$ cat config.mk
export PLATFORM = sky130hd
export DESIGN_NAME = controle_votacao_flat
export DESIGN_NICKNAME = d
export VERILOG_FILES = /design/src/rtl/controle_votacao_if.sv /design/src/rtl/controle_votacao.sv /design/src/flat_wrapper.sv
export SDC_FILE = /design/constraint.sdc
export NUM_CORES = 1
export LEC_CHECK = 0
export ABC_AREA = 1
export BUFFER_PORTS_ARGS = -buffer_cell sky130_fd_sc_hd__buf_2
export CAP_MARGIN = 20
export CORE_MARGIN = 8
export CORE_UTILIZATION = 60
export DETAILED_ROUTE_END_ITERATION = 16
export HOLD_SLACK_MARGIN = 0.08
export PLACE_DENSITY = 0.8
export SYNTH_ARGS = -nofsm -noshare
export SYNTH_HDL_FRONTEND = slang
export SYNTH_SLANG_ARGS = --single-unit
$ cat constraint.sdc
create_clock -name clock -period 2.45 [get_ports clock]
set_clock_uncertainty 0.1 [all_clocks]
set_input_delay 0.49 -clock clock [delete_from_list [all_inputs] [get_ports clock]]
set_output_delay 0.49 -clock clock [all_outputs]
set_load 0.02 [all_outputs]
$ cat src/rtl/controle_votacao_if.sv
// Voting-phase bundle between the game controller (master) and controle_votacao (slave).
interface controle_votacao_if #(parameter int N_JOGADORES = 8);
  localparam int W = $clog2(N_JOGADORES);

  logic                   inicia;
  logic [N_JOGADORES-1:0] vivos;
  logic [W-1:0]           alvo;
  logic                   confirma;
  logic                   abstem;
  logic [W-1:0]           jogador_atual;
  logic                   aguardando;
  logic                   erro_voto;
  logic                   fim;
  logic [W-1:0]           eliminado;
  logic                   empate;
  logic [3:0]             db_estado;

  modport master (
    output inicia, vivos, alvo, confirma, abstem,
    input  jogador_atual, aguardando, erro_voto, fim, eliminado, empate, db_estado
  );

  modport slave (
    input  inicia, vivos, alvo, confirma, abstem,
    output jogador_atual, aguardando, erro_voto, fim, eliminado, empate, db_estado
  );
endinterface

$ cat src/rtl/controle_votacao.sv
// Day-phase voting sequencer: one vote per living player, then a serial tally scan.
// Optional abstention support is built when VOTO_BRANCO_EN is defined.
module controle_votacao #(
  parameter int N_JOGADORES = 8
) (
  input logic clock,
  input logic reset,
  controle_votacao_if.slave bus
);
  localparam int W  = $clog2(N_JOGADORES);
  localparam int TW = $clog2(N_JOGADORES + 1);
  localparam logic [W-1:0] ULTIMO = W'(N_JOGADORES - 1);

  typedef enum logic [3:0] {
    OCIOSO   = 4'd0,
    ZERA     = 4'd1,
    BUSCA    = 4'd2,
    ESPERA   = 4'd3,
    REGISTRA = 4'd4,
    PROXIMO  = 4'd5,
    APURA    = 4'd6,
    FIM      = 4'd7
  } estado_t;

  estado_t        estado, prox;
  logic [W-1:0]   ptr, ptr_mais, voto, idx, argmax;
  logic [TW-1:0]  tally [N_JOGADORES];
  logic [TW-1:0]  maximo;
  logic           tie, erro_q, rejeita;
  logic           alvo_ok, vivo_atual, vivo_seguinte, ha_vivo, sem_votos;

  assign ptr_mais      = ptr + W'(1);
  assign vivo_atual    = bus.vivos[ptr];
  assign vivo_seguinte = bus.vivos[ptr_mais];
  assign ha_vivo       = |(bus.vivos >> ptr);
  assign alvo_ok       = (int'(bus.alvo) < N_JOGADORES) ? bus.vivos[bus.alvo] : 1'b0;
  assign sem_votos     = (maximo == '0);

  always_ff @(posedge clock) begin
    if (!reset) estado <= OCIOSO;
    else        estado <= prox;
  end

  // BUSCA and PROXIMO look one index ahead so a living next voter costs no extra cycle.
  always_comb begin
    prox    = estado;
    rejeita = 1'b0;
    case (estado)
      OCIOSO, FIM: if (bus.inicia) prox = ZERA;
      ZERA:        prox = BUSCA;
      BUSCA: begin
        if (vivo_atual)         prox = ESPERA;
        else if (!ha_vivo)      prox = APURA;
        else if (vivo_seguinte) prox = ESPERA;
      end
      ESPERA: begin
        if (bus.confirma) begin
`ifdef VOTO_BRANCO_EN
          if (bus.abstem)      prox = PROXIMO;
          else if (alvo_ok)    prox = REGISTRA;
          else                 rejeita = 1'b1;
`else
          if (alvo_ok)         prox = REGISTRA;
          else                 rejeita = 1'b1;
`endif
        end
      end
      REGISTRA: prox = PROXIMO;
      PROXIMO: begin
        if (ptr == ULTIMO)      prox = APURA;
        else if (vivo_seguinte) prox = ESPERA;
        else                    prox = BUSCA;
      end
      APURA:   if (idx == ULTIMO) prox = FIM;
      default: prox = OCIOSO;
    endcase
  end

  always_ff @(posedge clock) begin
    if (!reset) begin
      ptr    <= '0;
      voto   <= '0;
      idx    <= '0;
      maximo <= '0;
      argmax <= '0;
      tie    <= 1'b0;
      erro_q <= 1'b0;
      for (int i = 0; i < N_JOGADORES; i++) tally[i] <= '0;
    end else begin
      erro_q <= rejeita;
      case (estado)
        ZERA: begin
          ptr    <= '0;
          idx    <= '0;
          maximo <= '0;
          argmax <= '0;
          tie    <= 1'b0;
          for (int i = 0; i < N_JOGADORES; i++) tally[i] <= '0;
        end
        BUSCA:    if (!vivo_atual && ha_vivo) ptr <= ptr_mais;
        ESPERA:   if (bus.confirma) voto <= bus.alvo;
        REGISTRA: tally[voto] <= tally[voto] + TW'(1);
        PROXIMO:  if (ptr != ULTIMO) ptr <= ptr_mais;
        APURA: begin
          idx <= idx + W'(1);
          if (tally[idx] > maximo) begin
            maximo <= tally[idx];
            argmax <= idx;
            tie    <= 1'b0;
          end else if (tally[idx] == maximo && maximo != '0) begin
            tie <= 1'b1;
          end
        end
        default: ;
      endcase
    end
  end

  always_comb begin
    bus.aguardando = (estado == ESPERA);
    bus.fim        = (estado == FIM);
    bus.db_estado  = estado;
    bus.empate     = 1'b0;
    bus.eliminado  = '0;
    if (estado == FIM) begin
      bus.empate = tie | sem_votos;
      if (!(tie | sem_votos)) bus.eliminado = argmax;
    end
  end

  assign bus.jogador_atual = ptr;
  assign bus.erro_voto     = erro_q;
endmodule

$ cat src/flat_wrapper.sv
// flat-port wrapper written by rule: the top's interface ports become plain ports
module controle_votacao_flat 
#(
  parameter int N_JOGADORES = 8
)
  (clock, reset, bus_inicia, bus_vivos, bus_alvo, bus_confirma, bus_abstem, bus_jogador_atual, bus_aguardando, bus_erro_voto, bus_fim, bus_eliminado, bus_empate, bus_db_estado);
  controle_votacao_if #(.N_JOGADORES(N_JOGADORES)) bus_i ();
  input logic clock;
  input logic reset;
  input wire logic [$bits(bus_i.inicia)-1:0] bus_inicia;
  input wire logic [$bits(bus_i.vivos)-1:0] bus_vivos;
  input wire logic [$bits(bus_i.alvo)-1:0] bus_alvo;
  input wire logic [$bits(bus_i.confirma)-1:0] bus_confirma;
  input wire logic [$bits(bus_i.abstem)-1:0] bus_abstem;
  output wire logic [$bits(bus_i.jogador_atual)-1:0] bus_jogador_atual;
  output wire logic [$bits(bus_i.aguardando)-1:0] bus_aguardando;
  output wire logic [$bits(bus_i.erro_voto)-1:0] bus_erro_voto;
  output wire logic [$bits(bus_i.fim)-1:0] bus_fim;
  output wire logic [$bits(bus_i.eliminado)-1:0] bus_eliminado;
  output wire logic [$bits(bus_i.empate)-1:0] bus_empate;
  output wire logic [$bits(bus_i.db_estado)-1:0] bus_db_estado;
  assign bus_i.inicia = bus_inicia;
  assign bus_i.vivos = bus_vivos;
  assign bus_i.alvo = bus_alvo;
  assign bus_i.confirma = bus_confirma;
  assign bus_i.abstem = bus_abstem;
  assign bus_jogador_atual = bus_i.jogador_atual;
  assign bus_aguardando = bus_i.aguardando;
  assign bus_erro_voto = bus_i.erro_voto;
  assign bus_fim = bus_i.fim;
  assign bus_eliminado = bus_i.eliminado;
  assign bus_empate = bus_i.empate;
  assign bus_db_estado = bus_i.db_estado;
  controle_votacao #(.N_JOGADORES(N_JOGADORES)) u_core (.clock(clock), .reset(reset), .bus(bus_i));
endmodule
# Yosys cells after proc, flatten, opt, wreduce, memory -nomap -nowiden
# Memories as Yosys holds them, arrays and structs flattened. A register that Yosys moved wholly into a read port is not among the register bits.
# Cells that the tools add are included.
[word_totals]
in_bits = 16
n_memories = 1
output_inout_bits = 14
mem_bits_rw = 32
wordCells = 116
ff_bits = 22
[classes]
n_eq_ne = 20
reduce_logical = 17
add_sub_neg = 3
n_lt_le_gt_ge = 4
mux = 53
n_bitwise = 9
shift = 1
[mem_list]
columns = ["name", "words", "word_bits", "rd", "rd_ports_with_merged_regs", "wr", "line", "source"]
rows = [
  ["u_core.tally", 8, 4, 2, 2, 8, "controle_votacao.sv:27", "logic [TW-1:0] tally [N_JOGADORES];"],
]
[op_table]
columns = ["operator", "n"]
rows = [
  ["$mux 4", 18],
  ["$mux 3", 10],
  ["$pmux 4 s7", 1],
  ["$eq 4x3->1 const B", 4],
  ["$mux 1", 16],
  ["$lt 3x4->1 const B", 3],
  ["$pmux 3 s2", 2],
  ["$ne 2x1->1 const B", 5],
  ["$bmux 1 s3", 3],
  ["$or 1x1->1", 9],
  ["$pmux 3 s3", 1],
  ["$eq 4x2->1 const B", 2],
  ["$logic_not 4->1", 2],
  ["$pmux 4 s2", 1],
  ["$reduce_or 8->1", 1],
  ["$shr 8x3->8", 1],
  ["$add 3x1->3 const B", 2],
  ["$eq 3x3->1 const B", 2],
  ["$reduce_and 2->1", 3],
  ["$reduce_and 3->1", 2],
  ["$reduce_and 5->1", 1],
  ["$add 4x1->4 const B", 1],
  ["$eq 4x1->1 const B", 1],
  ["$eq 4x4->1", 1],
  ["13 further kinds", 15],
]

# Longest topological paths before layout
[logic_depth]
word_depth = 7
depth_mapped = 15
mapped_depth_nobuf = 15

# Worst setup path before layout
# No wires, ideal clock.
[synth_timing]
path_kind = "reg2reg"
from = "register (tool-made name)"
to = "register u_core.argmax[0]"
path_slack_ns = 0.233
path_buffers = 1
stages_incl_launch_ff = 15
setup_ns = 0.072
required_ns = 2.278
arrival_time_ns = 2.045
synth_period_minus_slack_ns = 2.217
path_cell_list = "dfxtp_1 > buf_2 > a21oi_1 > o21ai_0 > o21ai_0 > nand2_1 > nand2_1 > ha_1 > inv_1 > nor2_1 > o21ai_0 > a211oi_4 > nor2_2 > nand2_1 > a21oi_1"
[synth_lines]
columns = ["item", "line", "source"]
rows = [
  ["end signal, assigned", "controle_votacao.sv:108", "argmax <= idx;"],
  ["end, declared", "controle_votacao.sv:26", "logic [W-1:0] ptr, ptr_mais, voto, idx, argmax;"],
]

==> out/qor.txt <==
=======================================================================================
Outcome .................................................................. complete, but fails checks
Violated checks .......................................................... setup timing
Net count after synthesis ................................................          511
Die boundary height ......................................................     92.77 µm
Avg Vias per Cell ........................................................        5.478
Global-route wire length before repair ...................................     14.46 mm
Maximum vdd ir drop ......................................................    0.6552 mV
Endpoint kind of the worst setup timing path .............................     register
CTS buffer count .........................................................            9
Top post-synthesis cells by area ......................................... sky130_fd_sc_hd__edfxtp_1, sky130_fd_sc_hd__dfxtp_1, sky130_fd_sc_hd__nand2_1
Clock period minus final worst setup slack ...............................     2.457 ns
Most frequent cells in the layout ........................................ sky130_fd_sc_hd__nand2_1, sky130_fd_sc_hd__nor2_1, sky130_fd_sc_hd__inv_1, sky130_fd_sc_hd__edfxtp_1, sky130_fd_sc_hd__o21ai_0
Starting density of the core .............................................       0.6080
Chip width ...............................................................     92.77 µm
Reg-to-Reg End ........................................................... u_core.maximo[1]
Total of warnings raised by yosys ........................................            0
Highest net fanout along the worst path ..................................           12
Total length of routed wires .............................................     9.063 mm
Endpoints failing hold ...................................................            0
FMAX .....................................................................    407.1 MHz
Number of flip-flops and latches in the synthesized netlist ..............           59
Post-layout total power ..................................................     4.147 mW
CTS sink count ...........................................................           59
Number of top-level pins .................................................           30
Detail-routed net length per standard cell ...............................     14.69 µm
Vias in the first global route ...........................................        3,263
Synth-to-Final Area Change ...............................................       19.29%
Number of setup violations in the final report ...........................            2
Synth Cell Area ..........................................................     3536 µm²
CTS Buffer Depth .........................................................            2
Count of distinct cell types in the synthesized netlist ..................           39
Net total in the final layout ............................................          562
Port-buffer cells ........................................................           27
Number of antenna violations at the first check in global routing ........            0
Critical path data required time .........................................      2.61 ns
Core region area .........................................................     5816 µm²
Total GRT Usage ..........................................................       0.2085
Sequential element share of the synthesized area .........................       0.4246
HPWL after detailed placement ............................................     6.425 mm
Arrival time at the worst endpoint .......................................      2.62 ns
Synthesized netlist cell count ...........................................          486
Setup slack after layout ................................................. -0.006659 ns
Ant diodes ...............................................................            0
Async set-reset flop share out of synthesis ..............................            0
Crit path launch type ....................................................     register
GPL Wtd Cong .............................................................       0.9359
Vias post-DR .............................................................        3,380
Layout fillers ...........................................................          464
Capturing element of the worst setup path ................................ u_core.maximo[1]
Hold Crit Class ..........................................................      reg2reg
Clock transition at path regs ............................................      0.07 ns
Cell row count ...........................................................           28
Setup total negative slack ...............................................  -0.01099 ns
Pre-antenna DRT Iters ....................................................            7
Final Slew Violations ....................................................            0
Power per unit of standard cell area ..................................... 983.1 nW/µm²
DRC violation count after routing ........................................            0
EDFF count, synth ........................................................           32
Primary FF master, synth ................................................. sky130_fd_sc_hd__edfxtp_1
Share of post-route cells with drive strength above 1 ....................       0.2399
Maximum number of pins on one net before global-route repair .............           25
Area share of the largest cell type after synthesis ......................       0.2718
Final cycle utilization of the critical path .............................        1.003
Maximum level of the CTS H-tree ..........................................            3
Internal reg-to-reg setup slack ..........................................    -0.007 ns
Number of violations reported at the end of detailed-routing iteration 0 .          204
WS Path Type .............................................................      reg2reg
TritonCTS clock tree .....................................................         done
Buffer cell driving the clock tree root .................................. sky130_fd_sc_hd__clkbuf_8
Static leakage ...........................................................     1.872 nW
RSZ-0062 raised after global routing .....................................         true
Library cell occupying the most area in the post-synthesis netlist ....... sky130_fd_sc_hd__edfxtp_1
Clock latency on the worst-skew pair .....................................      0.34 ns
Final ANT Viol Nets ......................................................            0
Most common cell after layout, fill and taps aside ....................... sky130_fd_sc_hd__nand2_1
Cells on worst reg2reg path ..............................................           15
Die area .................................................................     8605 µm²
Remaining global-route overflow ..........................................            0
Average instance area after synthesis ....................................    7.275 µm²
Total of max-cap violations ..............................................            0
=======================================================================================
per-layer routing:
| layer | up-vias | track usage | wire, µm |
|---|---|---|---|
| met5 | - | 0 | 0 |
| met4 | 0 | 0.09664 | 272 |
| met3 | 25 | 0.05583 | 659 |
| met2 | 147 | 0.3420 | 4405 |
| met1 | 1535 | 0.2486 | 3726 |
| li1 | 1673 | - | - |
logic make-up after synthesis:
logic type                 count (synthesis)  share of synthesized area
adders and majority gates                  9                    0.03185
and+or+nand+nor                          254                     0.3050
xor gates and xnor gates                   1                   0.004601
AOI/OAI and AO/OA                         87                     0.1398
other                                      1                   0.001061
buffers and inverters                     75                    0.09306
DFF                                       59                     0.4246
where the power goes:
group | switching, mW | internal (mW) | leakage [nW]
clock | 0.378 | 0.492 | 0.0930
sequential | 0.162 | 1.25 | 0.560
combinational | 1.20 | 0.666 | 1.22
total | 1.74 | 2.40 | 1.87
cells in the mapped netlist, types with 2 or more instances:
library cell / number
sky130_fd_sc_hd__a21oi_1: 28
sky130_fd_sc_hd__o21ai_1: 7
sky130_fd_sc_hd__nand3_2: 2
sky130_fd_sc_hd__o211ai_2: 2
sky130_fd_sc_hd__buf_6: 3
sky130_fd_sc_hd__nand3_1: 29
sky130_fd_sc_hd__clkbuf_2: 2
sky130_fd_sc_hd__nand2_1: 121
sky130_fd_sc_hd__o211ai_1: 2
sky130_fd_sc_hd__ha_1: 9
sky130_fd_sc_hd__nand3b_1: 2
sky130_fd_sc_hd__nor2_1: 78
sky130_fd_sc_hd__inv_2: 7
sky130_fd_sc_hd__nand2_2: 5
sky130_fd_sc_hd__a21oi_2: 2
sky130_fd_sc_hd__buf_4: 2
sky130_fd_sc_hd__o21ai_0: 39
sky130_fd_sc_hd__nor2_4: 2
sky130_fd_sc_hd__inv_1: 56
sky130_fd_sc_hd__dfxtp_1: 27
sky130_fd_sc_hd__nor2_2: 10
sky130_fd_sc_hd__o21ai_2: 3
sky130_fd_sc_hd__edfxtp_1: 32
worst min path at each step:
stage                                 from          endpoint  slack, ns  cells past startpoint
after global routing      u_core.argmax[1]  u_core.argmax[1]       0.37                      2
after detailed placement  u_core.argmax[1]  u_core.argmax[1]       0.35                      2
after floorplan           u_core.maximo[2]  u_core.maximo[2]       0.34                      2
final                     u_core.argmax[1]  u_core.argmax[1]       0.35                      2
after CTS                 u_core.argmax[1]  u_core.argmax[1]       0.36                      2
after global placement    u_core.maximo[3]  u_core.maximo[3]       0.35                      2
worst max-delay path, cell delays in order, from the launching register on:
cell                       delay [ns]
sky130_fd_sc_hd__dfxtp_4         0.37
sky130_fd_sc_hd__buf_12          0.14
sky130_fd_sc_hd__a21oi_1         0.15
sky130_fd_sc_hd__o21ai_0         0.11
sky130_fd_sc_hd__o21ai_1         0.09
sky130_fd_sc_hd__nand2_1         0.06
sky130_fd_sc_hd__nand2_1         0.12
sky130_fd_sc_hd__ha_4            0.22
sky130_fd_sc_hd__inv_1           0.08
sky130_fd_sc_hd__nor2_1          0.06
sky130_fd_sc_hd__o21ai_2         0.19
sky130_fd_sc_hd__a211oi_4        0.09
sky130_fd_sc_hd__buf_6           0.14
sky130_fd_sc_hd__nor2_4          0.23
sky130_fd_sc_hd__nand2_2         0.10
sky130_fd_sc_hd__a21oi_2         0.13
per-stage QoR:
step	hold slack, ns	cells	util	area, µm²	setup slack (ns)
3_3_place_gp	0.3512	595	0.6573	3822	-0.05985
5_1_grt	0.3693	617	0.7253	4218	-0.1478
2_1_floorplan	0.3409	486	-	3536	0.2330
3_5_place_dp	0.3536	595	0.6573	3822	-0.1228
4_1_cts	0.3617	611	0.6921	4025	0.02495
6_report	0.3521	617	0.7253	4218	-0.006659
repair_timing:
item / CTS / global route
setup buffers: 0 / 5
gates cloned: 0 / 1
pin swaps: 1 / 21
endpoints found under the hold margin: 0 / 0
hold buffers: 0 / 0
resized for setup: 5 / 39
setup endpoints to repair: 8 / 8
layout make-up:
cell class	instances	area (µm²)	share of cell area
multi-input cells	352	1824	0.4325
repair buffers	50	345.3	0.08187
flip-flops and latches	59	1509	0.3578
well taps	75	93.84	0.02225
clock buffers	11	141.4	0.03352
clock inverters	5	53.80	0.01276
inverters	65	250.2	0.05933
(Power assumes the default switching activity.)
